<file path="src/rtl/dot_sequencer.sv">
// dot_sequencer: steps a dot_driver array through a programmed pattern table.
// Each step has a dead gap with output_enable low, then a drive phase with it high.
//
// Ports:
//   clock, reset (async, active high)
//   cfg_we/cfg_addr/cfg_state/cfg_enable/cfg_dwell : step table write port
//   cfg_last_step/cfg_dead/cfg_loop : run settings, latched on start
//   start, stop : begin a run from step 0 / abort to IDLE
//   dot_state, dot_enable, output_enable : registered driver controls
//   busy, step_idx, done : status
module dot_sequencer #(
  parameter int NUM_DOTS = 8,
  parameter int STEPS    = 16,
  parameter int DWELL_W  = 16,
  parameter int DEAD_W   = 4,
  localparam int ADDR_W  = $clog2(STEPS)
) (
  input  logic                clock,
  input  logic                reset,
  input  logic                cfg_we,
  input  logic [ADDR_W-1:0]   cfg_addr,
  input  logic [NUM_DOTS-1:0] cfg_state,
  input  logic [NUM_DOTS-1:0] cfg_enable,
  input  logic [DWELL_W-1:0]  cfg_dwell,
  input  logic [ADDR_W-1:0]   cfg_last_step,
  input  logic [DEAD_W-1:0]   cfg_dead,
  input  logic                cfg_loop,
  input  logic                start,
  input  logic                stop,
  output logic [NUM_DOTS-1:0] dot_state,
  output logic [NUM_DOTS-1:0] dot_enable,
  output logic                output_enable,
  output logic                busy,
  output logic [ADDR_W-1:0]   step_idx,
  output logic                done
);

  typedef enum logic [1:0] {
    IDLE,
    DEAD,
    DRIVE
  } state_t;

  typedef struct packed {
    logic [NUM_DOTS-1:0] state;
    logic [NUM_DOTS-1:0] enable;
    logic [DWELL_W-1:0]  dwell;
  } entry_t;

  entry_t table_q [STEPS];

  state_t              state_q, state_d;
  logic [DWELL_W-1:0]  cnt_q, cnt_d;
  logic [DWELL_W-1:0]  dwell_q, dwell_d;
  logic [ADDR_W-1:0]   last_q, last_d;
  logic [DEAD_W-1:0]   dead_q, dead_d;
  logic                loop_q, loop_d;
  logic [ADDR_W-1:0]   idx_d;
  logic [NUM_DOTS-1:0] st_d, en_d;
  logic                oe_d, done_d;
  logic                fetch;
  logic [ADDR_W-1:0]   fetch_idx;

  // Table is deliberately not reset; it must be programmed before start.
  always_ff @(posedge clock) begin
    if (cfg_we) begin
      table_q[cfg_addr] <= '{cfg_state, cfg_enable, cfg_dwell};
    end
  end

  always_ff @(posedge clock or posedge reset) begin
    if (reset) begin
      state_q       <= IDLE;
      cnt_q         <= '0;
      dwell_q       <= '0;
      last_q        <= '0;
      dead_q        <= '0;
      loop_q        <= 1'b0;
      step_idx      <= '0;
      dot_state     <= '0;
      dot_enable    <= '0;
      output_enable <= 1'b0;
      done          <= 1'b0;
    end else begin
      state_q       <= state_d;
      cnt_q         <= cnt_d;
      dwell_q       <= dwell_d;
      last_q        <= last_d;
      dead_q        <= dead_d;
      loop_q        <= loop_d;
      step_idx      <= idx_d;
      dot_state     <= st_d;
      dot_enable    <= en_d;
      output_enable <= oe_d;
      done          <= done_d;
    end
  end

  always_comb begin
    state_d   = state_q;
    cnt_d     = cnt_q;
    dwell_d   = dwell_q;
    last_d    = last_q;
    dead_d    = dead_q;
    loop_d    = loop_q;
    idx_d     = step_idx;
    st_d      = dot_state;
    en_d      = dot_enable;
    oe_d      = output_enable;
    done_d    = 1'b0;
    fetch     = 1'b0;
    fetch_idx = step_idx;

    if (stop) begin
      state_d = IDLE;
      oe_d    = 1'b0;
      st_d    = '0;
      en_d    = '0;
    end else begin
      unique case (state_q)
        IDLE: begin
          if (start) begin
            state_d   = DEAD;
            idx_d     = '0;
            last_d    = cfg_last_step;
            dead_d    = cfg_dead;
            loop_d    = cfg_loop;
            cnt_d     = DWELL_W'(cfg_dead);
            oe_d      = 1'b0;
            fetch     = 1'b1;
            fetch_idx = '0;
          end
        end
        DEAD: begin
          if (cnt_q == '0) begin
            state_d = DRIVE;
            oe_d    = 1'b1;
            cnt_d   = dwell_q;
          end else begin
            cnt_d = cnt_q - 1'b1;
          end
        end
        DRIVE: begin
          if (cnt_q != '0) begin
            cnt_d = cnt_q - 1'b1;
          end else begin
            oe_d  = 1'b0;
            cnt_d = DWELL_W'(dead_q);
            if (step_idx != last_q) begin
              state_d   = DEAD;
              idx_d     = step_idx + 1'b1;
              fetch     = 1'b1;
              fetch_idx = step_idx + 1'b1;
            end else if (loop_q) begin
              state_d   = DEAD;
              idx_d     = '0;
              fetch     = 1'b1;
              fetch_idx = '0;
            end else begin
              state_d = IDLE;
              done_d  = 1'b1;
              st_d    = '0;
              en_d    = '0;
            end
          end
        end
        default: state_d = IDLE;
      endcase
    end

    // Table read happens before this edge's write lands, so a
    // same-edge write to the fetched address yields the old entry.
    if (fetch) begin
      st_d    = table_q[fetch_idx].state;
      en_d    = table_q[fetch_idx].enable;
      dwell_d = table_q[fetch_idx].dwell;
    end
  end

  assign busy = (state_q != IDLE);

endmodule

</file>
<file path="config.mk">
export PLATFORM = sky130hd
export DESIGN_NAME = dot_sequencer
export DESIGN_NICKNAME = d
export VERILOG_FILES = /design/src/rtl/dot_sequencer.sv
export SDC_FILE = /design/constraint.sdc
export NUM_CORES = 1
export LEC_CHECK = 0
export BUFFER_PORTS_ARGS = -buffer_cell sky130_fd_sc_hd__clkbuf_2
export CORE_UTILIZATION = 66
export CTS_BUF_LIST = sky130_fd_sc_hd__clkbuf_4 sky130_fd_sc_hd__clkbuf_8 sky130_fd_sc_hd__clkbuf_16
export CTS_CLUSTER_DIAMETER = 30
export CTS_CLUSTER_SIZE = 16
export DETAILED_ROUTE_END_ITERATION = 8
export PLACE_DENSITY = 0.84
export SLEW_MARGIN = 20
export SYNTH_ARGS = -nofsm -noshare
export SYNTH_HDL_FRONTEND = slang
export SYNTH_SLANG_ARGS = --single-unit
export TNS_END_PERCENT = 50
</file>
<file path="constraint.sdc">
create_clock -name clock -period 7.15 [get_ports clock]
set_input_delay 1.7875 -clock clock [delete_from_list [all_inputs] [get_ports clock]]
set_output_delay 1.7875 -clock clock [all_outputs]
set_load 0.005 [all_outputs]
</file>
==> results of run 1 <==
## state kept, by name, indices dropped and copies added (netlist names)
register / cells
dead_q: 4
cnt_q: 16
loop_q: 1
state_q: 2
last_q: 4
dot_enable: 8
dot_state: 8
table_q: 512
dwell_q: 16
output_enable: 1
done: 1
step_idx: 4
## power groups by stage
| stage | registers (mW) | clock network, mW | logic (mW) |
|---|---|---|---|
| 6_report | 4.02 | 4.69 | 1.14 |
| 5_1_grt | 4.02 | 4.83 | 1.22 |
| 4_1_cts | 4.01 | 4.67 | 1.11 |
| 3_5_place_dp | 4.06 | 0 | 1.07 |
| 3_3_place_gp | 4.06 | 0 | 1.03 |
| 2_1_floorplan | 4.00 | 0 | 0.771 |
## cell usage after synthesis, types with 6 or more instances
| cell | n |
|---|---|
| edfxtp_1 | 512 |
| nand2_1 | 383 |
| nand3_1 | 130 |
| nor2_1 | 102 |
| a21oi_1 | 82 |
| dfrtp_1 | 65 |
| clkbuf_1 | 60 |
| mux2i_1 | 49 |
| a32o_1 | 32 |
| o21ai_0 | 30 |
| nand4_1 | 20 |
| o22ai_1 | 20 |
| o211ai_1 | 19 |
| buf_2 | 18 |
| a32oi_1 | 17 |
| o2111ai_1 | 17 |
| a221o_1 | 16 |
| nor3_1 | 13 |
| buf_1 | 11 |
| inv_1 | 11 |
| mux2_2 | 9 |
| ha_1 | 8 |
| xnor2_1 | 8 |
| nand2b_1 | 6 |
## through the flow
stage / setup WS, ns / utilization, %
final: 1.737 / 80.32
after global routing: 1.613 / 80.32
after CTS: 1.893 / 80.24
after detailed placement: 1.644 / 70.44
after global placement: 1.871 / 70.44
after floorplan: 2.183 / -
## area by class of cell
| class | instances | area (sq um) | area share [%] |
|---|---|---|---|
| timing repair buffer | 108 | 663.1 | 2.438 |
| clock inverter | 69 | 839.6 | 3.086 |
| multi-input combinational | 1013 | 5604 | 20.60 |
| clock buffer | 107 | 2480 | 9.116 |
| sequential | 577 | 17000 | 62.50 |
| tap | 448 | 560.5 | 2.061 |
| inverter | 13 | 53.80 | 0.1978 |
## worst max-delay path by stage
stage | slack (ns) | to
finish | 1.74 | dot_enable[6]
global route | 1.61 | dot_enable[6]
CTS | 1.89 | dot_enable[6]
detailed placement | 1.64 | dot_state[1]
global placement | 1.87 | dot_state[3]
floorplan | 2.18 | table_q[0][0]
## layout by cell type, fill, tap and decap left out, types with 16 or more instances in the layout
cell type / Yosys / routed
a21oi_1: 82 / 82
a221o_1: 16 / 16
a32o_1: 32 / 32
a32oi_1: 17 / 17
buf_4: 3 / 34
clkbuf_16: 0 / 95
clkbuf_2: 0 / 72
dfrtp_1: 65 / 65
edfxtp_1: 512 / 512
mux2i_1: 49 / 49
nand2_1: 383 / 383
nand3_1: 130 / 130
nand4_1: 20 / 20
nor2_1: 102 / 88
o2111ai_1: 17 / 17
o211ai_1: 19 / 19
o21ai_0: 30 / 30
o22ai_1: 20 / 20
## worst min-delay path: stages, from the launching register on
cell,delay (ns)
dfrtp_1,0.33
nand2_1,0.05
o21ai_0,0.06
## metal layers
metal,part of all wire (%),wire (microns),up-vias
met3,15,9467,287
met4,4.4,2856,2
met2,46,29720,1517
met5,0.019,12,-
li1,-,-,6601
met1,35,22200,7843
## cell families (layout without fill, tap and decap cells)
logic type,Yosys count,count (layout)
AOI/OAI and AO/OA,253,253
adders and majority gates,8,8
and+or+nand+nor,685,685
DFF,577,577
buffers and inverters,110,297
xor gates and xnor gates,9,9
muxes,58,58
==> impl_metrics.csv, run 1 <==
group,metric,value,unit
route,wl_per_cell,27.52,microns
power,p_int,7.199,mW
clock_network,htree_levels,3,
sta,fin_crit,5.413,ns
sta,rsz0062_at_grt,"no",
power,power,9.845,mW
worst_setup_path,worst-path-max-fanout,84,
worst_setup_path,r2r_cells,10,
placed_design,placed_cells,2158,
global_routing,grt_pass1_vias,16100,
finish,nets,1864,
placed_design,gp_congestion,0.8647,
worst_setup_path,r2r_slack,1.74,ns
route,first_pass_iters,6,
route,vias_per_cell,6.959,
worst_setup_path,cp_cell_sequence,"inv_1, ha_1, or4b_1, or4_1, or4_1, o21a_4, inv_4, nand2_1, o2111ai_1, o211ai_1",
worst_setup_path,crit-reg2reg-capture,"dot_enable[6]",
synth,yosysWarnings,0,
worst_setup_path,worstPathArrival,5.83,ns
synth,netlist_area,0.02295,sq mm
min_path,whs_path_depth,2,
floorplan,start_util,67.78,%
route,first_iter_violations,3081,
floorplan,coreArea,0.03387,sq mm
synth,synth_cell_types,54,
synth,synthXorXnorAreaFrac,0.3434,%
power,seqPwrFrac,40.8,%
min_path,worstHoldStart,"cnt_q[15]",
finish,fin_cells,2335,
synth,synth_top_family_by_area,"simple AND/OR/NAND/NOR gates",
clock_network,cts_buffers,93,
sta,relSlewSlack,23.07,%
synth,synth_top_area_share,66.98,%
finish,fill_cells,1565,
route,route.detailed.drc,0,
global_routing,antenna_found_initial,1,
sta,period_share,75.71,%
sta,finalSetupTns,0,ns
finish,antenna_cells,0,
worst_setup_path,rr_startpoint,"cnt_q[0]",
clock_network,cts_tree,"built",
power,vdd_drop_max,265.0,uV
clock_network,cts_buffer_depth,3,
finish,syn_to_final_growth,18.51,%
synth,synth_fa_ha_area_share,0.4361,%
global_routing,grt_usage,36.35,%
clock_network,postCtsSetupRepairBufs,0,
synth,synth_compound_area_share,7.686,%
route,num_vias,16250,
placed_design,portBuffers,72,
min_path,hold-path-endpoint,"cnt_q[15]",
worst_setup_path,path_delay_family,"simple AND/OR/NAND/NOR gates",
global_routing,grt_max_degree,85,
global_routing,top_usage_layer,"met2",
clock_network,clock_latency,0.63,ns
synth,synth_top_cell_by_area,"edfxtp_1",
worst_setup_path,crit_type,"reg2reg",
floorplan,die_area,0.03553,sq mm
sta,hold_viol_final,0,
synth,synth-simple-area-share,12.78,%
clock_network,cts_sinks,577,
placed_design,dpl.hpwl,29.47,mm
job,cap_violations,0,
clock_network,cts_resized,0,
floorplan,chipWidth,188.5,microns
synth,ys_ff_latch,577,
synth,synthMuxAreaShare,2.578,%
power,p_clk_share,47.6,%
synth,async_flop_share,11.27,%
finish,stdcell_area,0.02720,sq mm
global_routing,grt_first_pass_wirelength,94.90,mm
synth,syn_avg_cell_area,13.50,sq um
worst_setup_path,worstSetupEndpointType,"register",
worst_setup_path,cpPeakStageDelay,0.83,ns
sta,tightest_slew,1.153,ns
clock_network,clk_pin_slew,0.06,ns
finish,drive_above_1_share,16.80,%
worst_setup_path,start_kind,"register",
synth,syn-num-nets,1758,
worst_setup_path,cp-startpoint,"cnt_q[0]",
power,p_sw_share,26.87,%
power,power_per_cell_area,361.9,mW/mm^2
route,postRouteAntennaNets,0,
synth,yosys-top-cells-area,"edfxtp_1, dfrtp_1, nand2_1",
synth,yosysSeqAreaShare,74.07,%
route,finalWirelength,64.25,mm
power,p_comb_share,11.6,%
worst_setup_path,crit_path_top_delay_cell,"inv_4",
sta,max_freq,184.7,MHz
placed_design,place_area,0.02386,sq mm
clock_network,clockRootBuffer,"clkbuf_16",
worst_setup_path,crit_buf_inv,2,
sta,fin_skew,0.04063,ns
min_path,min_path_type,"reg2reg",
worst_setup_path,cp.required,7.57,ns
sta,setup_viol,0,
clock_network,cts-hold-fix-buffers,0,
power,switchingPower,2.645,mW
global_routing,grt_use_met1,49.15,%
global_routing,grt-ovfl-total,0,
synth,synth-main-ff-cell,"edfxtp_1",
floorplan,die_h,188.5,microns
sta,fin_hold_ws,0.4793,ns
global_routing,grt_use_met2,54.75,%
floorplan,rows,67,
synth,syn-instance-count,1700,
sta,report.final.slew_viol_count,0,
global_routing,gr-usage-met3,11.06,%
worst_setup_path,critPathMostFrequentCell,"or4_1",
floorplan,io_pins,73,
synth,synth-edff-count,512,
worst_setup_path,path_depth,10,
power,power.leakage,9.608,nW
outcome,run_status,"finished clean",
(Power assumes the default switching activity.)
==> run 2, diff against run 1 <==
Settings changed: CORE_UTILIZATION 66 to 62, PLACE_DENSITY 0.84 to 0.8.
Clock period 7.15 ns to 5.5 ns, I/O delays scaled along.
==> impl_metrics.csv, run 2 (same netlist as run 1, synthesis figures left out) <==
group,metric,value,unit
outcome,run_status,"finished clean",
global_routing,antenna_found_initial,3,
worst_setup_path,cp_cell_sequence,"inv_1, ha_1, or4b_1, or4_1, or4_1, o21a_4, inv_4, buf_4, nand4_1, buf_4, o22ai_1, a21oi_1, o211ai_1",
worst_setup_path,cp.required,6.01,ns
global_routing,grt_usage,32.76,%
finish,largest_reg_flops,512,
job,cap_violations,0,
finish,fill_cells,1885,
floorplan,chipWidth,194.4,microns
finish,final_cell_mix,"edfxtp_1, nand2_1, nand3_1, clkbuf_16, nor2_1",
sta,fin_skew,0.02289,ns
floorplan,coreArea,0.03652,sq mm
clock_network,clockRootBuffer,"clkbuf_16",
global_routing,grt_first_pass_wirelength,92.12,mm
floorplan,start_util,62.85,%
finish,top_register,"table_q",
sta,rsz0062_at_grt,"no",
clock_network,htree_levels,3,
clock_network,cts_resized,0,
min_path,min_path_type,"reg2reg",
sta,max_freq,216.8,MHz
clock_network,postCtsSetupRepairBufs,0,
power,vdd_drop_max,349.2,uV
placed_design,gp_congestion,0.8369,
worst_setup_path,crit_path_top_delay_cell,"or4_1",
sta,relSlewSlack,28.63,%
clock_network,cts_tree,"built",
finish,syn_to_final_growth,20.38,%
worst_setup_path,path_delay_family,"simple AND/OR/NAND/NOR gates",
clock_network,cts_buffers,101,
floorplan,io_pins,73,
min_path,worstHoldStart,"cnt_q[15]",
sta,fin_crit,4.613,ns
sta,hold_viol_final,0,
route,route.detailed.drc,0,
min_path,hold-path-endpoint,"cnt_q[15]",
floorplan,die_area,0.03780,sq mm
sta,worst_slack,0.8866,ns
placed_design,portBuffers,72,
global_routing,grt-ovfl-total,0,
sta,tightest_slew,1.065,ns
placed_design,place_ws,1.004,ns
sta,report.final.slew_viol_count,0,
route,finalWirelength,61.39,mm
worst_setup_path,crit_buf_inv,4,
worst_setup_path,start_kind,"register",
route,first_pass_iters,6,
global_routing,grt_pass1_vias,15860,
global_routing,grt_max_degree,84,
sta,period_share,83.88,%
placed_design,dpl.hpwl,29.90,mm
clock_network,cts_sinks,577,
floorplan,rows,70,
finish,stdcell_area,0.02763,sq mm
worst_setup_path,worst-path-max-fanout,45,
clock_network,clock_latency,0.62,ns
worst_setup_path,rr_startpoint,"cnt_q[0]",
route,vias_per_cell,6.644,
power,power_per_cell_area,481.4,mW/mm^2
clock_network,clk_pin_slew,0.05,ns
worst_setup_path,crit_type,"reg2reg",
finish,reg_top3,"table_q: 512 flops, cnt_q: 16 flops, dwell_q: 16 flops",
worst_setup_path,crit-reg2reg-capture,"dot_enable[5]",
worst_setup_path,r2r_slack,0.89,ns
route,postRouteAntennaNets,0,
route,wl_per_cell,25.76,microns
route,first_iter_violations,2384,
route,num_vias,15830,
finish,final_common_cell,"edfxtp_1",
sta,setup_viol,0,
finish,drive_above_1_share,17.37,%
worst_setup_path,cpPeakStageDelay,0.72,ns
worst_setup_path,worstSetupEndpointType,"register",
power,power.leakage,9.832,nW
min_path,whs_path_depth,2,
clock_network,cts-hold-fix-buffers,0,
clock_network,cts_buffer_depth,3,
sta,finalSetupTns,0,ns
finish,nets,1881,
worst_setup_path,r2r_cells,13,
floorplan,die_h,194.4,microns
placed_design,place_area,0.02396,sq mm
worst_setup_path,worstPathArrival,5.12,ns
==> run 2: report_power, final <==
part           switching, mW  internal [mW]
registers              0.203           5.01
clock network           2.21           4.40
logic                  0.952          0.522
==> run 2: tightest hold or removal path, stage by stage, from the launching register on <==
cell     delay [ns]
dfrtp_1        0.34
nand2_1        0.05
o21ai_0        0.06
==> run 2: final cells by class <==
cell class                 instances  area, sq um  area share [%]
clock buffer                     111         2685           9.717
inverter                          13        55.05          0.1992
tap                              468        585.6           2.119
sequential                       577        17000           61.53
antenna                            4        10.01         0.03623
multi-input combinational       1013         5609           20.30
timing repair buffer             117        710.7           2.572
clock inverter                    80        974.7           3.527
==> run 2: metrics by stage <==
step	instances	power [mW]	hold slack [ns]	util [%]
after detailed placement	2188	6.671	0.4731	65.60
final	2383	13.30	0.4834	75.66
after global routing	2380	13.67	0.4996	75.64
after global placement	2188	6.615	0.4608	65.59
after floorplan	1700	6.197	0.4412	-
after CTS	2379	13.28	0.4834	75.63
==> run 2: routing by layer <==
metal / share of wire [%] / GRT usage, % / vias to the layer above
li1: - / - / 6653
met1: 36 / 44.22 / 7672
met3: 13 / 7.999 / 223
met5: 0.028 / 0 / -
met2: 47 / 50.55 / 1283
met4: 3.9 / 15.96 / 2
==> run 2: worst max path at each step <==
stage                               end   startpoint  slack, ns  depth (start not counted)
after global placement     dot_state[3]        start       1.15                         11
after floorplan           table_q[0][0]  cfg_addr[2]       0.95                          2
after detailed placement   dot_state[3]        start       1.00                         11
after global routing      dot_enable[2]     cnt_q[0]       0.71                         13
after CTS                 dot_enable[5]     cnt_q[0]       0.95                         13
final                     dot_enable[5]     cnt_q[0]       0.89                         13
